### src/rtl/alu_exec32.sv
// alu_exec32 -- execution unit for the RV32 one-hot ALU op code.
//
// Accepts op/a/b over a valid/ready handshake. Add, sub, logic and compare
// ops finish in one cycle. Shifts go through an iterative shifter that moves
// one bit per cycle. The result is returned over a valid/ready handshake.
//
// Ports:
//   clk        rising-edge clock
//   rst_n      asynchronous active-low reset
//   flush      synchronous abort of the in-flight operation
//   in_valid   op/a/b valid
//   in_ready   unit can accept an op (IDLE only)
//   op         one-hot op: 0 add,1 sub,2 and,3 or,4 xor,5 sll,6 srl,7 sra,8 slt,9 sltu
//   a, b       operands (shift amount is b[4:0])
//   out_valid  result valid
//   out_ready  consumer accepts result
//   result     computed value
//   illegal    op was not exactly one-hot (result forced to 0)
module alu_exec32 #(
  parameter int OP_WIDTH = 10,
  parameter int XLEN     = 32
) (
  input  logic                clk,
  input  logic                rst_n,
  input  logic                flush,
  input  logic                in_valid,
  output logic                in_ready,
  input  logic [OP_WIDTH-1:0] op,
  input  logic [XLEN-1:0]     a,
  input  logic [XLEN-1:0]     b,
  output logic                out_valid,
  input  logic                out_ready,
  output logic [XLEN-1:0]     result,
  output logic                illegal
);

  typedef enum logic [1:0] {IDLE, SHIFT, DONE} state_t;

  state_t                state, state_n;
  logic [XLEN-1:0]       result_q, result_n;
  logic                  illegal_q, illegal_n;
  logic [XLEN-1:0]       work_q, work_n;
  logic [4:0]            cnt_q, cnt_n;
  logic [OP_WIDTH-1:0]   op_q, op_n;

  logic                  op_legal;
  logic                  is_shift;
  logic [4:0]            shamt;
  logic [XLEN-1:0]       alu_res;
  logic [XLEN-1:0]       shift_one;

  assign in_ready  = (state == IDLE);
  assign out_valid = (state == DONE);
  assign result    = result_q;
  assign illegal   = illegal_q;

  // Exactly one bit set: non-zero and clearing the lowest set bit leaves zero.
  assign op_legal = (op != '0) && ((op & (op - OP_WIDTH'(1))) == '0);
  assign is_shift = |op[7:5];
  assign shamt    = b[4:0];

  always_comb begin
    alu_res = '0;
    if (op[0]) alu_res = a + b;
    if (op[1]) alu_res = a - b;
    if (op[2]) alu_res = a & b;
    if (op[3]) alu_res = a | b;
    if (op[4]) alu_res = a ^ b;
    if (op[8]) alu_res = {{(XLEN-1){1'b0}}, ($signed(a) < $signed(b))};
    if (op[9]) alu_res = {{(XLEN-1){1'b0}}, (a < b)};
  end

  // One-bit step of the iterative shifter, selected by the latched op.
  always_comb begin
    if (op_q[5])
      shift_one = {work_q[XLEN-2:0], 1'b0};
    else if (op_q[6])
      shift_one = {1'b0, work_q[XLEN-1:1]};
    else
      shift_one = {work_q[XLEN-1], work_q[XLEN-1:1]};
  end

  always_comb begin
    state_n   = state;
    result_n  = result_q;
    illegal_n = illegal_q;
    work_n    = work_q;
    cnt_n     = cnt_q;
    op_n      = op_q;
    if (flush) begin
      state_n = IDLE;
      cnt_n   = '0;
    end else begin
      unique case (state)
        IDLE: begin
          if (in_valid) begin
            op_n = op;
            if (!op_legal) begin
              result_n  = '0;
              illegal_n = 1'b1;
              state_n   = DONE;
            end else if (is_shift && (shamt != 5'd0)) begin
              work_n    = a;
              cnt_n     = shamt;
              illegal_n = 1'b0;
              state_n   = SHIFT;
            end else begin
              result_n  = is_shift ? a : alu_res;
              illegal_n = 1'b0;
              state_n   = DONE;
            end
          end
        end
        SHIFT: begin
          work_n = shift_one;
          cnt_n  = cnt_q - 5'd1;
          // Last step: the freshly shifted value is the result.
          if (cnt_q == 5'd1) begin
            result_n = shift_one;
            state_n  = DONE;
          end
        end
        DONE: begin
          if (out_ready) state_n = IDLE;
        end
        default: state_n = IDLE;
      endcase
    end
  end

  always_ff @(posedge clk or negedge rst_n) begin
    if (!rst_n) begin
      state     <= IDLE;
      result_q  <= '0;
      illegal_q <= 1'b0;
      work_q    <= '0;
      cnt_q     <= '0;
      op_q      <= '0;
    end else begin
      state     <= state_n;
      result_q  <= result_n;
      illegal_q <= illegal_n;
      work_q    <= work_n;
      cnt_q     <= cnt_n;
      op_q      <= op_n;
    end
  end

endmodule

### config.mk
export PLATFORM = sky130hd
export DESIGN_NAME = alu_exec32
export DESIGN_NICKNAME = d
export VERILOG_FILES = /design/src/rtl/alu_exec32.sv
export SDC_FILE = /design/constraint.sdc
export NUM_CORES = 1
export LEC_CHECK = 0
export CAP_MARGIN = 20
export CORE_MARGIN = 2
export CORE_UTILIZATION = 58
export DETAILED_ROUTE_END_ITERATION = 8
export PLACE_DENSITY = 0.88
export SLEW_MARGIN = 5
export SYNTH_ARGS = -nofsm -noshare
export SYNTH_HDL_FRONTEND = slang
export SYNTH_SLANG_ARGS = --single-unit
### constraint.sdc
create_clock -name clk -period 3.1 [get_ports clk]
set_clock_uncertainty 0.2 [all_clocks]
set_input_delay 0.62 -clock clk [delete_from_list [all_inputs] [get_ports clk]]
set_output_delay 0.62 -clock clk [all_outputs]
set_load 0.1 [all_outputs]
==> flow_metrics.py, run 1 <==
metrics = {
    "global_routing": {
        "gr-usage-all-layers": 0.919,
        "grt_start_max_net_pins": 50,
        "grt_pass1_vias": 19200,
        "grt_first_pass_wirelength_mm": 126,
        "grt.overflow.total": 434,
    },
    "placement": {
        "io_buffers": 113,
        "hpwl_mm": 33.3,
        "gp_congestion": 1.13,
    },
    "floorplanning": {
        "start_util": 0.585,
        "io-pin-count": 114,
        "row_count": 47,
        "fp.dieH_um": 133,
        "die_x_um": 133,
    },
    "logic_synthesis": {
        "ys_ff_latch": 74,
        "syn_inst": 1325,
        "ys_async_sr_fraction": 1.00,
        "yosysSeqAreaShare": 0.193,
        "synth_common_cells": "a21oi_1 (155), nor2_1 (121), inv_1 (111)",
        "synthesis.nets": 1504,
        "synth_enable_flop_cells": 0,
        "yosysMostFrequentCell": "a21oi_1",
        "synth_flop_cell": "dfrtp_1",
        "avgSynthCellArea_um2": 7.24,
        "yosysWarnings": 0,
        "synth_area_mm2": 0.00960,
        "synthTopCellsByArea": "dfrtp_1 (19%), ha_1 (13%), a21oi_1 (8.1%)",
        "synth_top_area_frac": 0.193,
        "synth_top_area_cell": "dfrtp_1",
        "synthDistinctLibCells": 70,
    },
    "run_status": {
        "run_status": "did not finish",
        "stop_stage": "global routing (5_1_grt)",
        "tool.error": "[ERROR GRT-0116] Global routing finished with congestion. Check the congestion regions in the DRC Viewer.",
    },
    "clock_network": {
        "root_buffer": "clkbuf_16",
        "hold_buffers": 0,
        "h-tree-depth": 3,
        "cts_sinks": 74,
        "cts_buffer_depth": 2,
        "numCtsBuffers": 9,
    },
}
[kinds of logic after synthesis]
logic type / after synthesis / synth area share
buffers and inverters: 203 / 0.0838
muxes: 44 / 0.0469
adders and majority gates: 101 / 0.133
xor gates and xnor gates: 40 / 0.0365
AOI/OAI and AO/OA: 488 / 0.323
and+or+nand+nor: 375 / 0.184
DFF: 74 / 0.193
[per-stage QoR]
step / utilization / std cells / setup slack (ns) / setup TNS (ns) / cell area (µm²)
2_1_floorplan: - / 1325 / -0.274 / -2.53 / 9690
3_3_place_gp: 0.811 / 1916 / -0.954 / -37.61 / 13300
3_5_place_dp: 0.811 / 1916 / -1.15 / -47.12 / 13300
4_1_cts: 0.937 / 2003 / -0.0530 / -0.119 / 15400
[metal layers]
| layer | GRT overflow | GRT usage |
|---|---|---|
| met1 | 18 | 0.907 |
| met2 | 253 | 1.04 |
| met3 | 14 | 0.814 |
| met4 | 145 | 0.946 |
| met5 | 4 | 0.558 |
[repair_timing]
| action | CTS |
|---|---|
| setup endpoints to repair | 70 |
| gates resized for setup | 398 |
| gates cloned | 2 |
| setup buffers | 69 |
| hold endpoints to repair | 0 |
| pin swaps | 103 |
==> run 2: changes to the inputs <==
--- a/config.mk
+++ b/config.mk
@@ -7,9 +7,9 @@
 export LEC_CHECK = 0
 export CAP_MARGIN = 20
 export CORE_MARGIN = 2
-export CORE_UTILIZATION = 58
+export CORE_UTILIZATION = 40
 export DETAILED_ROUTE_END_ITERATION = 8
-export PLACE_DENSITY = 0.88
+export PLACE_DENSITY_LB_ADDON = 0.15
 export SLEW_MARGIN = 5
 export SYNTH_ARGS = -nofsm -noshare
 export SYNTH_HDL_FRONTEND = slang
==> run 2 against run 1 <==
The run now ends clean. Synthesized cell count unchanged. Synthesized area unchanged.
==> flow_metrics.py, run 2 <==
metrics = {
    "setup_path": {
        "crit_path_frequent_cell": "buf_6",
        "endpoint_kind": "flop",
        "reg2reg_slack_ns": 0.71,
        "cp_max_fo": 5,
        "required_ns": 3.17,
        "reg2reg_depth": 7,
        "worstSetupPathType": "input pin to flop",
        "worstPathArrival_ns": 3.17,
        "slowest_delay_ns": 0.44,
        "r2r-start": "cnt_q[2]",
        "crit_start": "b[7]",
        "cp_top_family": "simple AND/OR/NAND/NOR gates",
        "r2r-end": "result[20]",
        "critPathLaunchType": "input pin",
        "slowest_stage": "or3_1",
        "path_cells": "buf_6, inv_4, ha_4, buf_6, nor2b_4, nor4_4, a21oi_2, buf_4, a211oi_4, buf_6, o31ai_4, xnor2_1, a221oi_1, or3_1, a31oi_1",
        "crit_buf_inv": 5,
    },
    "logic_synthesis": {
        "synth_top_area_frac": 0.193,
        "avgSynthCellArea_um2": 7.24,
        "synthTopCellsByArea": "dfrtp_1 (19%), ha_1 (13%), a21oi_1 (8.1%)",
        "synthDistinctLibCells": 70,
        "ys_ff_latch": 74,
        "synth_flop_cell": "dfrtp_1",
        "synthesis.nets": 1504,
        "yosysWarnings": 0,
        "ys_async_sr_fraction": 1.00,
        "synth_top_area_cell": "dfrtp_1",
        "synth_common_cells": "a21oi_1 (155), nor2_1 (121), inv_1 (111)",
        "syn_inst": 1325,
        "synth_enable_flop_cells": 0,
        "yosysSeqAreaShare": 0.193,
        "synth_area_mm2": 0.00960,
        "yosysMostFrequentCell": "a21oi_1",
    },
    "clock_network": {
        "clk_pin_slew_ns": 0.07,
        "worstSkewPairLatency_ns": 0.36,
        "h-tree-depth": 3,
        "numCtsBuffers": 9,
        "hold_buffers": 0,
        "root_buffer": "clkbuf_16",
        "cts_sinks": 74,
        "cts_tree": "built",
        "cts_buffer_depth": 2,
    },
    "placement": {
        "hpwl_mm": 35.7,
        "dp.cells": 2050,
        "gp_congestion": 0.995,
        "place_area_mm2": 0.0137,
        "io_buffers": 113,
    },
    "sta": {
        "slew_viol_final": 0,
        "relSlewSlack": 0.535,
        "setup_tns_ns": 0,
        "finalCriticalPeriod_ns": 3.10,
        "hold_viol": 0,
        "clock.fmax_ghz": 0.323,
        "tightest_slew_ns": 0.697,
        "fin_crit_sh": 1.00,
        "finalSetupViolCount": 0,
        "rsz0062_at_grt": "true",
    },
    "layout": {
        "area_growth_pct": 63.6,
        "diodes": 0,
        "final_cell_count_no_fill": 2111,
        "final_common_cell": "buf_4",
        "fin_util": 0.667,
        "drive_gt1_frac": 0.421,
        "num-nets-final": 1966,
        "final_area_mm2": 0.0157,
        "layout_common_cells": "buf_4 (419), a21oi_1 (138), nor2_1 (116), nand2_1 (105), o21ai_0 (86)",
    },
    "global_routing": {
        "grt_pass1_vias": 11800,
        "grt_first_pass_wirelength_mm": 70.0,
        "met2_usage": 0.542,
        "grt_antenna_before_repair": 0,
        "grt.busiest_layer": "met2",
        "grt_start_max_net_pins": 58,
        "grt_use_met3": 0.0541,
        "gr-usage-all-layers": 0.357,
        "grtUsageMet1": 0.507,
        "grt.overflow.total": 0,
    },
    "drt": {
        "drcViolationCount": 0,
        "vias_per_cell": 5.82,
        "avgRoutedWirePerCell_um": 22.1,
        "dr.pass1.iters": 6,
        "drt_iter0_drc": 1262,
        "totalWireLength_mm": 46.6,
        "vias": 12300,
        "detail-route-antenna-nets": 0,
    },
    "floorplanning": {
        "fp.dieH_um": 159,
        "die_area_mm2": 0.0252,
        "row_count": 56,
        "io-pin-count": 114,
        "core_mm2": 0.0235,
        "die_x_um": 159,
        "start_util": 0.408,
    },
    "job": {
        "cap_violations": 0,
    },
    "power": {
        "vdd_drop_max_mv": 0.286,
        "totalPowerFinal_uw": 4830,
        "p_leak_uw": 0.00716,
        "powerDensity_mw_per_mm2": 308,
    },
    "run_status": {
        "run_status": "complete, no violations",
    },
    "hold_path": {
        "hold_class": "input pin to asynchronous set/reset pin",
    },
}
[run 2: cell counts after synthesis]
Identical to the previous run, type by type.
[run 2: worst reg2reg max path, cell delays in order (launching register included)]
cell and delay [ns]:
dfrtp_1 0.42, nor2_1 0.28, nand3_1 0.12, nor2_1 0.31
o21a_2 0.27, nand2_4 0.12, or3_1 0.38, o31ai_2 0.21
[run 2: cells by family after synthesis]
kind of cell             Yosys count  share of synthesized area
AND/OR/NAND/NOR                  375                      0.184
buffers and inverters            203                     0.0838
multiplexers                      44                     0.0469
AO/OA/AOI/OAI                    488                      0.323
flip-flops                        74                      0.193
adder cells (fa/ha/maj)          101                      0.133
XOR/XNOR                          40                     0.0365
[run 2: metal layers]
metal	part of all wire	vias up
met1	0.44	5832
met4	0.043	0
met3	0.089	118
li1	-	5717
met2	0.43	627
met5	0	-
[run 2: power breakdown]
part,leakage [µW],internal (µW),switching [µW]
clock,0.000123,563,469
sequential,0.000996,1040,82.6
combinational,0.00604,1190,1490
[run 2: layout make-up]
type	count	area, µm²
Tap cell	319	399
Clock inverter	6	42.5
Fill cell	2081	7850
Clock buffer	10	239
Timing Repair Buffer	541	4410
Multi-Input combinational cell	1048	8290
Sequential cell	74	1850
Inverter	113	459
[run 2: worst max path at each step]
stage                      end  slack [ns]  cells past startpoint
global route        result[30]       -0.06                     13
floorplan           result[20]       -0.27                     14
finish              result[12]      0.0002                     15
detailed placement  result[24]       -1.26                     12
CTS                 result[29]       0.005                     13
global placement    result[22]       -1.16                     13
[run 2: repair_timing]
action	4_1_cts	5_1_grt
gates cloned	0	1
endpoints found under the setup margin	66	33
buffers inserted	33	12
pin swaps	75	98
resized for setup	319	182
[run 2: stage by stage]
| step | setup WS (ns) | hold WS (ns) |
|---|---|---|
| after detailed placement | -1.26 | 0.273 |
| after global routing | -0.0640 | 0.151 |
| after global placement | -1.16 | 0.264 |
| after floorplan | -0.274 | 0.124 |
| after CTS | 0.00452 | 0.126 |
| final | 0.000189 | 0.104 |
No activity file was read; power rests on OpenSTA's default activity.
